$ cat config.mk
export PLATFORM = sky130hd
export DESIGN_NAME = div_ratio_ctrl
export DESIGN_NICKNAME = d
export VERILOG_FILES = /design/src/rtl/div_ratio_ctrl_pkg.sv /design/src/rtl/div_ratio_ctrl.sv
export SDC_FILE = /design/constraint.sdc
export NUM_CORES = 1
export LEC_CHECK = 0
export CORE_MARGIN = 1
export CORE_UTILIZATION = 53
export CTS_BUF_LIST = sky130_fd_sc_hd__clkbuf_2
export CTS_CLUSTER_SIZE = 25
export DETAILED_ROUTE_END_ITERATION = 7
export HOLD_SLACK_MARGIN = 0.06
export PLACE_DENSITY_LB_ADDON = 0.2
export SETUP_SLACK_MARGIN = 0.4
export SYNTH_ARGS = -nofsm -noshare
export SYNTH_HDL_FRONTEND = slang
export SYNTH_SLANG_ARGS = --single-unit
$ cat constraint.sdc
create_clock -name i_ref_clk -period 4.5 [get_ports i_ref_clk]
set_input_delay 0.9 -clock i_ref_clk [delete_from_list [all_inputs] [get_ports i_ref_clk]]
set_output_delay 0.9 -clock i_ref_clk [all_outputs]
set_load 0.05 [all_outputs]
$ cat src/rtl/div_ratio_ctrl_pkg.sv
// Shared types and constants for the divider ratio controller and the divider.
package div_ratio_ctrl_pkg;

  typedef enum logic [1:0] {
    ST_IDLE    = 2'd0,
    ST_RUN     = 2'd1,
    ST_QUIESCE = 2'd2,
    ST_APPLY   = 2'd3
  } state_e;

  localparam int RATIO_W_DEF = 8;

  // Ratios at or below this value make the divider pass the reference clock.
  localparam int BYPASS_MAX = 1;

endpackage

$ cat src/rtl/div_ratio_ctrl.sv
// Ratio-change front-end for the integer clock divider: gates the divider off,
// waits a quiesce window, loads the new ratio, then re-enables it.
//
// state   | meaning
// --------+--------------------------------------------------------------
// IDLE    | divider disabled (stopped or pass-through), accepting requests
// RUN     | divider enabled with the applied ratio, accepting requests
// QUIESCE | enable held low while the quiesce window counts down
// APPLY   | one cycle: pending ratio moves to the divider output
module div_ratio_ctrl
  import div_ratio_ctrl_pkg::*;
#(
  parameter int                 RATIO_W     = RATIO_W_DEF,
  parameter int                 QUIESCE_CYC = 4,
  parameter logic [RATIO_W-1:0] RST_RATIO   = RATIO_W'(2)
) (
  input  logic               i_ref_clk,
  input  logic               i_rst,
  input  logic               i_cfg_valid,
  input  logic [RATIO_W-1:0] i_cfg_ratio,
  output logic               o_cfg_ready,
  input  logic               i_run_req,
  output logic [RATIO_W-1:0] o_div_ratio,
  output logic               o_clk_en,
  output logic               o_bypass,
  output logic               o_busy
);

  localparam int                 CNT_W    = $clog2(QUIESCE_CYC + 1);
  localparam logic [CNT_W-1:0]   CNT_LAST = CNT_W'(QUIESCE_CYC - 1);
  localparam logic [RATIO_W-1:0] BYP_LIM  = RATIO_W'(BYPASS_MAX);

  state_e             state_q, state_d;
  logic [CNT_W-1:0]   cnt_q, cnt_d;
  logic [RATIO_W-1:0] pend_q, pend_d;
  logic [RATIO_W-1:0] ratio_q, ratio_d;
  logic               byp_q, byp_d;
  logic               en_q, en_d;
  logic               ready_q, ready_d;
  logic               busy_q, busy_d;
  logic               accept;
  logic               cur_open, nxt_open;

  assign accept = i_cfg_valid && ready_q;

  always_comb begin
    state_d = state_q;
    cnt_d   = cnt_q;
    pend_d  = pend_q;
    ratio_d = ratio_q;
    byp_d   = byp_q;

    case (state_q)
      ST_IDLE: begin
        if (accept) begin
          pend_d  = i_cfg_ratio;
          state_d = ST_QUIESCE;
        // ready_q low only in the settle cycle after reset or APPLY
        end else if (i_run_req && !byp_q && ready_q) begin
          state_d = ST_RUN;
        end
      end
      ST_RUN: begin
        if (accept) begin
          pend_d  = i_cfg_ratio;
          state_d = ST_QUIESCE;
        end else if (!i_run_req) begin
          state_d = ST_IDLE;
        end
      end
      ST_QUIESCE: begin
        if (cnt_q == CNT_LAST) begin
          cnt_d   = '0;
          state_d = ST_APPLY;
        end else begin
          cnt_d = cnt_q + CNT_W'(1);
        end
      end
      ST_APPLY: begin
        ratio_d = pend_q;
        byp_d   = (pend_q <= BYP_LIM);
        state_d = (i_run_req && (pend_q > BYP_LIM)) ? ST_RUN : ST_IDLE;
      end
      default: state_d = ST_IDLE;
    endcase

    cur_open = (state_q == ST_IDLE) || (state_q == ST_RUN);
    nxt_open = (state_d == ST_IDLE) || (state_d == ST_RUN);

    // Coming out of APPLY the enable waits a cycle so the new ratio settles first.
    en_d    = (state_d == ST_RUN) && cur_open;
    ready_d = cur_open && nxt_open;
    busy_d  = !ready_d;
  end

  always_ff @(posedge i_ref_clk or posedge i_rst) begin
    if (i_rst) begin
      state_q <= ST_IDLE;
      cnt_q   <= '0;
      pend_q  <= RST_RATIO;
      ratio_q <= RST_RATIO;
      byp_q   <= (RST_RATIO <= BYP_LIM);
      en_q    <= 1'b0;
      ready_q <= 1'b0;
      busy_q  <= 1'b0;
    end else begin
      state_q <= state_d;
      cnt_q   <= cnt_d;
      pend_q  <= pend_d;
      ratio_q <= ratio_d;
      byp_q   <= byp_d;
      en_q    <= en_d;
      ready_q <= ready_d;
      busy_q  <= busy_d;
    end
  end

  assign o_div_ratio = ratio_q;
  assign o_clk_en    = en_q;
  assign o_bypass    = byp_q;
  assign o_cfg_ready = ready_q;
  assign o_busy      = busy_q;

endmodule

==> results by group <==
Clock network
  • Post-cts sizing count: 0
  • CTS Sinks: 25
  • CTS buffer count: 3
  • Max H-tree Level: 1
  • Clock buffer depth: 2
  • TritonCTS clock tree: built
  • # Post-CTS Setup Buffers: 0
  • Worst-Skew Late Latency: roughly 0.34 ns
  • Cts hold-fix bufs: 0
  • CTS root buffer: clkbuf_2
  • CTS clk-pin slew, worst paths: around 0.20 ns

Finish
  • Share of cells above drive strength 1: about a quarter
  • Final Core Density: around 73%
  • Layout Cell Area excl Fill: roughly 0.0013 mm2
  • ANT cells: 0
  • Fin nets: between 100 and 150
  • Finished Layout Cells: approximately 120
  • Area grow syn2layout: 28.8%

Floorplanning
  • Core footprint: 0.00173 mm2
  • Die width: between 40 and 50 um
  • Top Ports: 24
  • Row count: 15
  • Die Height: ~45 um
  • Die area: a little over 0.002 mm2
  • Initial core utilization: a little under three fifths

STA
  • RSZ-0062 raised after global routing: false
  • Slew @ Worst Pin: just over 0.9 ns
  • Final setup fails: 0
  • Rel. slew slack: roughly 40%
  • Fin crit period: approximately 2.6 ns
  • Setup TNS: 0 ns
  • Tcrit/Tclk final: 57.1%
  • Setup Skew: about 0.024 ns
  • Final hold vios: 0
  • Max-slew violations: 0
  • Fmax: just under 400 MHz

Critical path
  • Cell depth of the worst setup path: 1
  • Slowest cell on crit path: clkdlybuf4s50_1
  • R2R Path Start: pend_q[6]$_DFFE_PP0P_
  • Worst setup startpoint: o_div_ratio[1]$_DFFE_PP1N_
  • Worst setup endpoint: o_div_ratio[1]
  • CP delay by family, top: buffers and inverters
  • CP max stage delay: 0.79 ns
  • Crit Reg-Reg Endpoint: o_bypass$_DFFE_PP0N_
  • Startpoint types: flip-flop
  • CP max FO: 2
  • CP Data Arrival Time: around 1.7 ns
  • Crit path buffers/inverters: 1
  • Critical Path End Type: primary output
  • R2R setup slack: a little under 3 ns
  • WP data required: between 3 and 4 ns
  • CP Cell Sequence: clkdlybuf4s50_1
  • Worst R2R Path Depth: 3
  • Worst setup path class: flip-flop to primary output

Yosys
  • Syn nets: 80
  • Seq/Total Area, Yosys: about 64%
  • Synth unique cells: 21
  • Post-synthesis register bit count: 25
  • Synthesized instance count: 67
  • Synth Cell Area: approximately 1000 um2
  • Yosys synthesis warning count: 0
  • Synthesized area per cell: between 10 and 15 um2

Drt
  • Vias per cell: 5.27
  • Remaining antenna violation count: 0
  • Drt wl/cell: roughly 12 um
  • Iter 0 DRT Violations: 3
  • Via count: between 600 and 700
  • DRC viols: 0
  • Drt first pass iters: 4
  • Wirelength, routed: 1.47 mm

Run
  • Max-cap violations: 0

Global route
  • First-pass GRT wire length: around 2.5 mm
  • Initial antenna violation count: 0
  • GR Util All Layers: a little under a fifth
  • Remaining Overflow, GRT: 0
  • Largest net degree at the start of global routing: 26
  • Number of global-route vias before repair: 585

Outcome
  • Status: finished, final reports clean

Placement
  • Final RePlAce weighted congestion: a little under 0.8
  • Placed cell areas: 0.00124 mm2
  • Placed cells: 115
  • DPL Wire Length: a little over 1 mm
  • IO buf count: 23

Power and ir drop
  • Power per Cell Area: about 770 mW/mm2
  • Total Power: 0.000974 W
  • Maximum vdd drop: ~520 uV
  • Leak: ~0.55 nW

Hold path
  • Worst Hold Class: flip-flop to flip-flop
[cell usage in the layout, fill, tap and decap left out]
cell	n
or4_1	1
clkbuf_2	4
a21boi_0	1
o41ai_1	1
nor2_1	2
clkdlybuf4s50_1	23
dfrtp_1	23
nand2_4	1
inv_1	3
or4_4	1
nand2_1	4
nand3b_1	1
o21ai_1	1
mux2_1	1
dfstp_2	2
ha_1	1
o211ai_1	1
nor2b_1	2
nand2b_1	1
a21oi_1	2
mux2_2	16
a22o_1	1
and3_1	1
[layer usage]
layer  global-route usage (%)  vias up  share of wire, %
met3                     4.80        2               5.1
met2                     28.2       20                48
met1                     23.2      316                46
li1                         -      289                 -
met5                        0        -                 0
met4                     10.9        0              0.75
[where the power goes]
part           switching [W]  internal, W  total (W)
clock network      0.0000623    0.0000235  0.0000859
registers          0.0000691     0.000336   0.000405
logic               0.000279     0.000205   0.000484
[cell type report]
class	count	area, um2
clock buffers	4	20.0
flip-flops and latches	25	628
fillers	139	469
inverters	3	11.3
well taps	25	31.3
repair buffers	23	230
multi-input cells	39	337
[worst min-delay path by stage]
stage | slack [ns] | depth (start not counted) | from | end
2_1_floorplan | 0.47 | 1 | pend_q[0]$_DFFE_PP0P_ | o_div_ratio[0]$_DFFE_PP0N_
3_5_place_dp | 0.48 | 1 | o_div_ratio[5]$_DFFE_PP0N_ | o_div_ratio[5]$_DFFE_PP0N_
6_report | 0.51 | 1 | o_div_ratio[5]$_DFFE_PP0N_ | o_div_ratio[5]$_DFFE_PP0N_
5_1_grt | 0.54 | 1 | o_div_ratio[5]$_DFFE_PP0N_ | o_div_ratio[5]$_DFFE_PP0N_
3_3_place_gp | 0.47 | 1 | o_div_ratio[5]$_DFFE_PP0N_ | o_div_ratio[5]$_DFFE_PP0N_
4_1_cts | 0.52 | 1 | o_div_ratio[5]$_DFFE_PP0N_ | o_div_ratio[5]$_DFFE_PP0N_
[synthesized netlist by cell type]
| master | n | area, um2 |
|---|---|---|
| dfrtp_1 | 23 | 576 |
| mux2_2 | 16 | 180 |
| nand2_1 | 4 | 15.0 |
| inv_1 | 3 | 11.3 |
| a21oi_1 | 2 | 10.0 |
| dfstp_2 | 2 | 52.6 |
| nor2_1 | 2 | 7.51 |
| nor2b_1 | 2 | 12.5 |
| a21boi_0 | 1 | 7.51 |
| a22o_1 | 1 | 8.76 |
| and3_1 | 1 | 6.26 |
| ha_1 | 1 | 12.5 |
| mux2_1 | 1 | 11.3 |
| nand2_4 | 1 | 11.3 |
| nand2b_1 | 1 | 6.26 |
| nand3b_1 | 1 | 7.51 |
| o211ai_1 | 1 | 7.51 |
| o21ai_1 | 1 | 5.00 |
| o41ai_1 | 1 | 8.76 |
| or4_1 | 1 | 7.51 |
| or4_4 | 1 | 11.3 |
[logic make-up (layout without fill, tap and decap cells)]
kind of cell | Yosys count | in the layout | synth area share (%)
buffers and inverters | 3 | 30 | 1.15
and+or+nand+nor | 14 | 14 | 8.72
DFF | 25 | 25 | 64.4
muxes | 17 | 17 | 19.6
adders and majority gates | 1 | 1 | 1.28
AOI/OAI and AO/OA | 7 | 7 | 4.87
[stage by stage]
| step | setup slack [ns] | hold slack, ns |
|---|---|---|
| 4_1_cts | 1.89 | 0.525 |
| 5_1_grt | 1.84 | 0.541 |
| 3_3_place_gp | 2.28 | 0.475 |
| 3_5_place_dp | 2.27 | 0.480 |
| 6_report | 1.93 | 0.514 |
| 2_1_floorplan | 2.87 | 0.475 |
[registers in the layout, indices dropped and copies added, names as in the netlist]
name	count
o_busy	1
o_bypass	1
cnt_q	3
o_clk_en	1
o_div_ratio	8
o_cfg_ready	1
pend_q	8
state_q	2
No activity file was read; power rests on OpenSTA's default activity.
